**config.mk**
```make
export PLATFORM = sky130hd
export DESIGN_NAME = fulladd_selftest
export DESIGN_NICKNAME = d
export VERILOG_FILES = /design/src/rtl/fulladd_pkg.sv /design/src/rtl/fulladd_selftest.sv
export SDC_FILE = /design/constraint.sdc
export NUM_CORES = 1
export LEC_CHECK = 0
export ABC_AREA = 1
export BUFFER_PORTS_ARGS = -buffer_cell sky130_fd_sc_hd__buf_4
export CORE_MARGIN = 2
export CORE_UTILIZATION = 35
export DETAILED_ROUTE_END_ITERATION = 6
export MAX_ROUTING_LAYER = met4
export REMOVE_ABC_BUFFERS = 1
export SLEW_MARGIN = 20
export SYNTH_ARGS = -nofsm -noshare
export SYNTH_HDL_FRONTEND = slang
export SYNTH_SLANG_ARGS = --single-unit
export TNS_END_PERCENT = 5
```
**constraint.sdc**
```tcl
create_clock -name clk -period 1.5 [get_ports clk]
set_input_delay 0.075 -clock clk [delete_from_list [all_inputs] [get_ports clk]]
set_output_delay 0.075 -clock clk [all_outputs]
set_load 0.02 [all_outputs]
```
**src/rtl/fulladd_pkg.sv**
```systemverilog
// fulladd_pkg: shared definitions for the full-adder self-test checker.
//   state_t      : checker FSM states
//   NUM_VECTORS  : number of exhaustive {A,B,CIn} vectors
//   VEC_W        : width of the vector index
//   expected_out : reference {COut,Sum} for a given {A,B,CIn} index
package fulladd_pkg;

    typedef enum logic [1:0] {
        ST_IDLE,
        ST_SETTLE,
        ST_CHECK,
        ST_DONE
    } state_t;

    localparam int unsigned NUM_VECTORS = 8;
    localparam int unsigned VEC_W       = 3;

    // Reference full adder; idx is {A,B,CIn}, result is {COut,Sum}.
    function automatic logic [1:0] expected_out(input logic [VEC_W-1:0] idx);
        logic a;
        logic b;
        logic c;
        {a, b, c} = idx;
        return {(a & b) | (a & c) | (b & c), a ^ b ^ c};
    endfunction

endpackage

```
**src/rtl/fulladd_selftest.sv**
```systemverilog
// fulladd_selftest: sequential on-chip checker for a single-bit full adder.
// Sweeps {A,B,CIn} through 0..7, holds each vector SETTLE_CYCLES cycles plus
// one check cycle, compares the adder's Sum/COut to the reference and records
// an error count and the first failing vector.
//
// Parameters:
//   SETTLE_CYCLES : cycles each vector is held before the check cycle (1..15)
// Ports:
//   clk        : system clock, rising edge
//   rst_n      : asynchronous active-low reset
//   start      : single-cycle run request, accepted in IDLE or DONE only
//   A, B, CIn  : registered adder operands
//   Sum, COut  : combinational adder results
//   busy       : run in progress (SETTLE or CHECK)
//   done       : run finished, held until next accepted start or reset
//   pass       : valid with done, high iff no vector mismatched
//   err_count  : number of mismatching vectors (0..8)
//   fail_valid : at least one mismatch recorded
//   fail_vec   : {A,B,CIn} of the first mismatching vector
module fulladd_selftest
    import fulladd_pkg::*;
#(
    parameter int unsigned SETTLE_CYCLES = 2
) (
    input  logic       clk,
    input  logic       rst_n,
    input  logic       start,
    output logic       A,
    output logic       B,
    output logic       CIn,
    input  logic       Sum,
    input  logic       COut,
    output logic       busy,
    output logic       done,
    output logic       pass,
    output logic [3:0] err_count,
    output logic       fail_valid,
    output logic [2:0] fail_vec
);

    localparam logic [3:0]       SETTLE_LAST = 4'(SETTLE_CYCLES - 1);
    localparam logic [VEC_W-1:0] LAST_IDX    = VEC_W'(NUM_VECTORS - 1);

    state_t           state_q;
    logic [VEC_W-1:0] idx_q;
    logic [3:0]       cnt_q;
    logic             busy_q;
    logic             done_q;
    logic             pass_q;
    logic [3:0]       err_q;
    logic             fail_valid_q;
    logic [2:0]       fail_vec_q;

    logic [1:0]       exp_out;
    logic             mismatch;

    // The operand registers are the vector index itself.
    assign {A, B, CIn} = idx_q;
    assign busy        = busy_q;
    assign done        = done_q;
    assign pass        = pass_q;
    assign err_count   = err_q;
    assign fail_valid  = fail_valid_q;
    assign fail_vec    = fail_vec_q;

    assign exp_out  = expected_out(idx_q);
    assign mismatch = ({COut, Sum} != exp_out);

    always_ff @(posedge clk or negedge rst_n) begin
        if (!rst_n) begin
            state_q      <= ST_IDLE;
            idx_q        <= '0;
            cnt_q        <= '0;
            busy_q       <= 1'b0;
            done_q       <= 1'b0;
            pass_q       <= 1'b0;
            err_q        <= '0;
            fail_valid_q <= 1'b0;
            fail_vec_q   <= '0;
        end else begin
            unique case (state_q)
                ST_IDLE, ST_DONE: begin
                    if (start) begin
                        state_q      <= ST_SETTLE;
                        idx_q        <= '0;
                        cnt_q        <= '0;
                        busy_q       <= 1'b1;
                        done_q       <= 1'b0;
                        pass_q       <= 1'b0;
                        err_q        <= '0;
                        fail_valid_q <= 1'b0;
                        fail_vec_q   <= '0;
                    end
                end
                ST_SETTLE: begin
                    if (cnt_q == SETTLE_LAST) begin
                        state_q <= ST_CHECK;
                    end else begin
                        cnt_q <= cnt_q + 4'd1;
                    end
                end
                ST_CHECK: begin
                    if (mismatch) begin
                        err_q <= err_q + 4'd1;
                        if (!fail_valid_q) begin
                            fail_valid_q <= 1'b1;
                            fail_vec_q   <= idx_q;
                        end
                    end
                    if (idx_q == LAST_IDX) begin
                        state_q <= ST_DONE;
                        busy_q  <= 1'b0;
                        done_q  <= 1'b1;
                        // Include the final vector's result, not yet in err_q.
                        pass_q  <= (err_q == 4'd0) && !mismatch;
                    end else begin
                        state_q <= ST_SETTLE;
                        idx_q   <= idx_q + 1'b1;
                        cnt_q   <= '0;
                    end
                end
                default: begin
                    state_q <= ST_IDLE;
                end
            endcase
        end
    end

endmodule

```
==> results.yml <==
outcome:
  status: "finished, violations left"
  violations: "setup timing"
timing:
  worst_pin_slew_ns: 0.3537
  slew_headroom: 0.7639
  fin_crit_ns: 1.669
  setup_viol: 9
  finalMaxSlewViolations: 0
  skew_ns: 0.006668
  max_freq_ghz: 0.5993
  report.final.hold_viol_count: 0
  rsz0062_at_grt: "yes"
  finalSetupTns_ns: -1.222
  fin_crit_sh: 1.112
  fin_ws_ns: -0.1686
finish:
  num_antenna_cells: 0
  area_growth_pct: 34.81
  fin_cells: 217
  drive_above_1_share: 0.3121
  nNetsFinal: 189
  final_cell_area_sq_um: 1526
worst_setup_path:
  critPathLaunch: "idx_q[2]"
  path_class: "reg2reg"
  crit_required_ns: 1.69
  worst_setup_path_start_kind: "flip-flop"
  cp.arrival_ns: 1.86
  r2r-start: "idx_q[2]"
  cp_max_fo: 7
  reg2reg_to: "fail_valid"
  r2r_slack_ns: -0.17
  reg2regPathDepth: 6
  cp-end-kind: "flip-flop"
yosys:
  synth_seq_cells: 20
  synthCells: 142
  synth-main-ff-cell: "dfrtp_1"
  synth_edf_count: 0
  ys_top_cells_by_count: "nand2_1 (39), inv_1 (21), dfrtp_1 (20)"
  yosysSeqAreaShare: 0.4420
  async_flop_share: 1.000
  synth_area_sq_um: 1132
  yosysMostFrequentCell: "nand2_1"
  yosys.area.top_type: "dfrtp_1"
  synth_cell_types: 19
  yosysWarningCount: 0
  netlist_top_cells_area: "dfrtp_1 (44%), nand2_1 (13%), ha_1 (9.9%), inv_1 (7.0%), o21ai_0 (5.3%)"
  synth_top_area_frac: 0.4420
  syn_area_per_cell_sq_um: 7.974
clock_network:
  htreeDepth: 1
  cts_tree: "yes"
  clock_latency_ns: 0.30
  cts_buffers: 3
  cts_sinks: 20
  cts_root_buf: "clkbuf_4"
  clk_pin_slew_ns: 0.11
  clockBufferDepth: 2
power:
  irDropWorstVdd_mv: 0.6618
  finalPower_mw: 2.415
  p_per_area_nw_per_um2: 1582
  p_leak_nw: 0.7855
routing:
  wl_met1_mm: 1.086
  routed.top_layer: "met4"
  route.detailed.drc: 0
  initialDrtViolationCount: 21
  via_per_inst: 4.659
  vias: 1011
  met3_length_microns: 88
  wl_met2_mm: 1.265
  drtAntennaViolNets: 0
  wl_per_cell_microns: 11.35
  drt-total-wl_mm: 2.462
  first_pass_iters: 4
global_routing:
  grt_max_degree: 21
  grt_overflow: 0
  grtUsageTotal: 0.1617
  antenna_found_initial: 0
  grt_pass1_wl_mm: 4.291
  grt_pass1_vias: 1013
die:
  initial_core_util: 0.3679
  die_x_microns: 60.88
  die_y_microns: 60.88
  rows: 20
  core_area_sq_um: 3078
  io-pin-count: 19
  fp.dieArea_sq_um: 3706
placed_design:
  dpl.cell_count: 210
  gp_congestion: 0.7686
  placed_cell_area_sq_um: 1371
  io_buffer_count: 18
  place_ws_ns: -0.1562
  dp_hpwl_mm: 1.845
min_path:
  hold-path-endpoint: "pass"
  hold_path_depth: 4
  min_from: "Sum"
  hold_path_class: "in2reg"
job:
  drv_cap: 0
flip-flops by register name, indices dropped and copies added (netlist names):
signal,count
state_q,2
fail_valid,1
done,1
idx_q,3
busy,1
fail_vec,3
err_count,4
pass,1
cnt_q,4
cell usage in the layout, fill, tap and decap left out, drive strengths merged:
cell,netlist,final
a21oi,3,3
xor2,1,1
nand3b,1,1
dlygate4sd3,0,1
buf,0,26
fa,1,1
nand2,40,41
dfrtp,20,20
nor2,12,12
nand3,10,10
o21ai,16,16
clkbuf,1,3
ha,9,9
bufinv,0,1
inv,23,23
nand4,5,5
routing by layer:
metal | track usage | vias to the layer above
met5 | - | -
met4 | 0.04969 | 0
met3 | 0.03198 | 4
met2 | 0.2750 | 22
met1 | 0.1928 | 471
li1 | - | 514
metrics by stage:
step / hold WS [ns] / util
after CTS: 0.1292 / 0.4744
after global placement: -0.02761 / 0.4455
final: 0.1484 / 0.4959
after floorplan: -0.2206 / -
after global routing: 0.1761 / 0.4959
after detailed placement: -0.02714 / 0.4455
where the power goes:
part / internal (mW) / leakage [nW] / switching (mW)
Sequential: 0.649 / 0.268 / 0.131
Clock: 0.270 / 0.0279 / 0.161
Combinational: 0.458 / 0.490 / 0.748
Total: 1.38 / 0.786 / 1.04
what timing repair did:
item,CTS,global route
setup buffers,0,1
gates resized for setup,5,20
hold endpoints to repair,20,0
hold buffers,1,0
gates cloned,1,0
pin swaps,2,6
setup endpoints to repair,14,19
worst max path at each step:
| stage | to | slack (ns) | cells past startpoint |
|---|---|---|---|
| floorplan | fail_valid | -0.16 | 6 |
| detailed placement | err_count[1] | -0.16 | 7 |
| finish | fail_valid | -0.17 | 6 |
| CTS | err_count[1] | -0.16 | 7 |
| global placement | err_count[0] | -0.11 | 7 |
| global route | err_count[1] | -0.27 | 7 |
area by class of cell:
cell class	count	area (sq um)
fill	311	1551
multi-input combinational	99	626.9
sequential	20	500.5
timing repair buffer	27	205.2
inverter	23	86.33
tap	44	55.05
clock inverter	1	30.03
clock buffer	3	22.52
worst max-delay path: stages (launching register included):
cell and delay (ns):
dfrtp_1 0.42, fa_1 0.56, inv_1 0.05, a21oi_2 0.17, nand3_4 0.14, nand2_2 0.14, o21ai_0 0.08
logic make-up after synthesis:
logic type | synth area share
adder cells (fa/ha/maj) | 0.1171
AO/OA/AOI/OAI | 0.08730
XOR/XNOR | 0.007736
flip-flops | 0.4420
AND/OR/NAND/NOR | 0.2663
buffers and inverters | 0.07956
No activity file was read; power rests on OpenSTA's default activity.
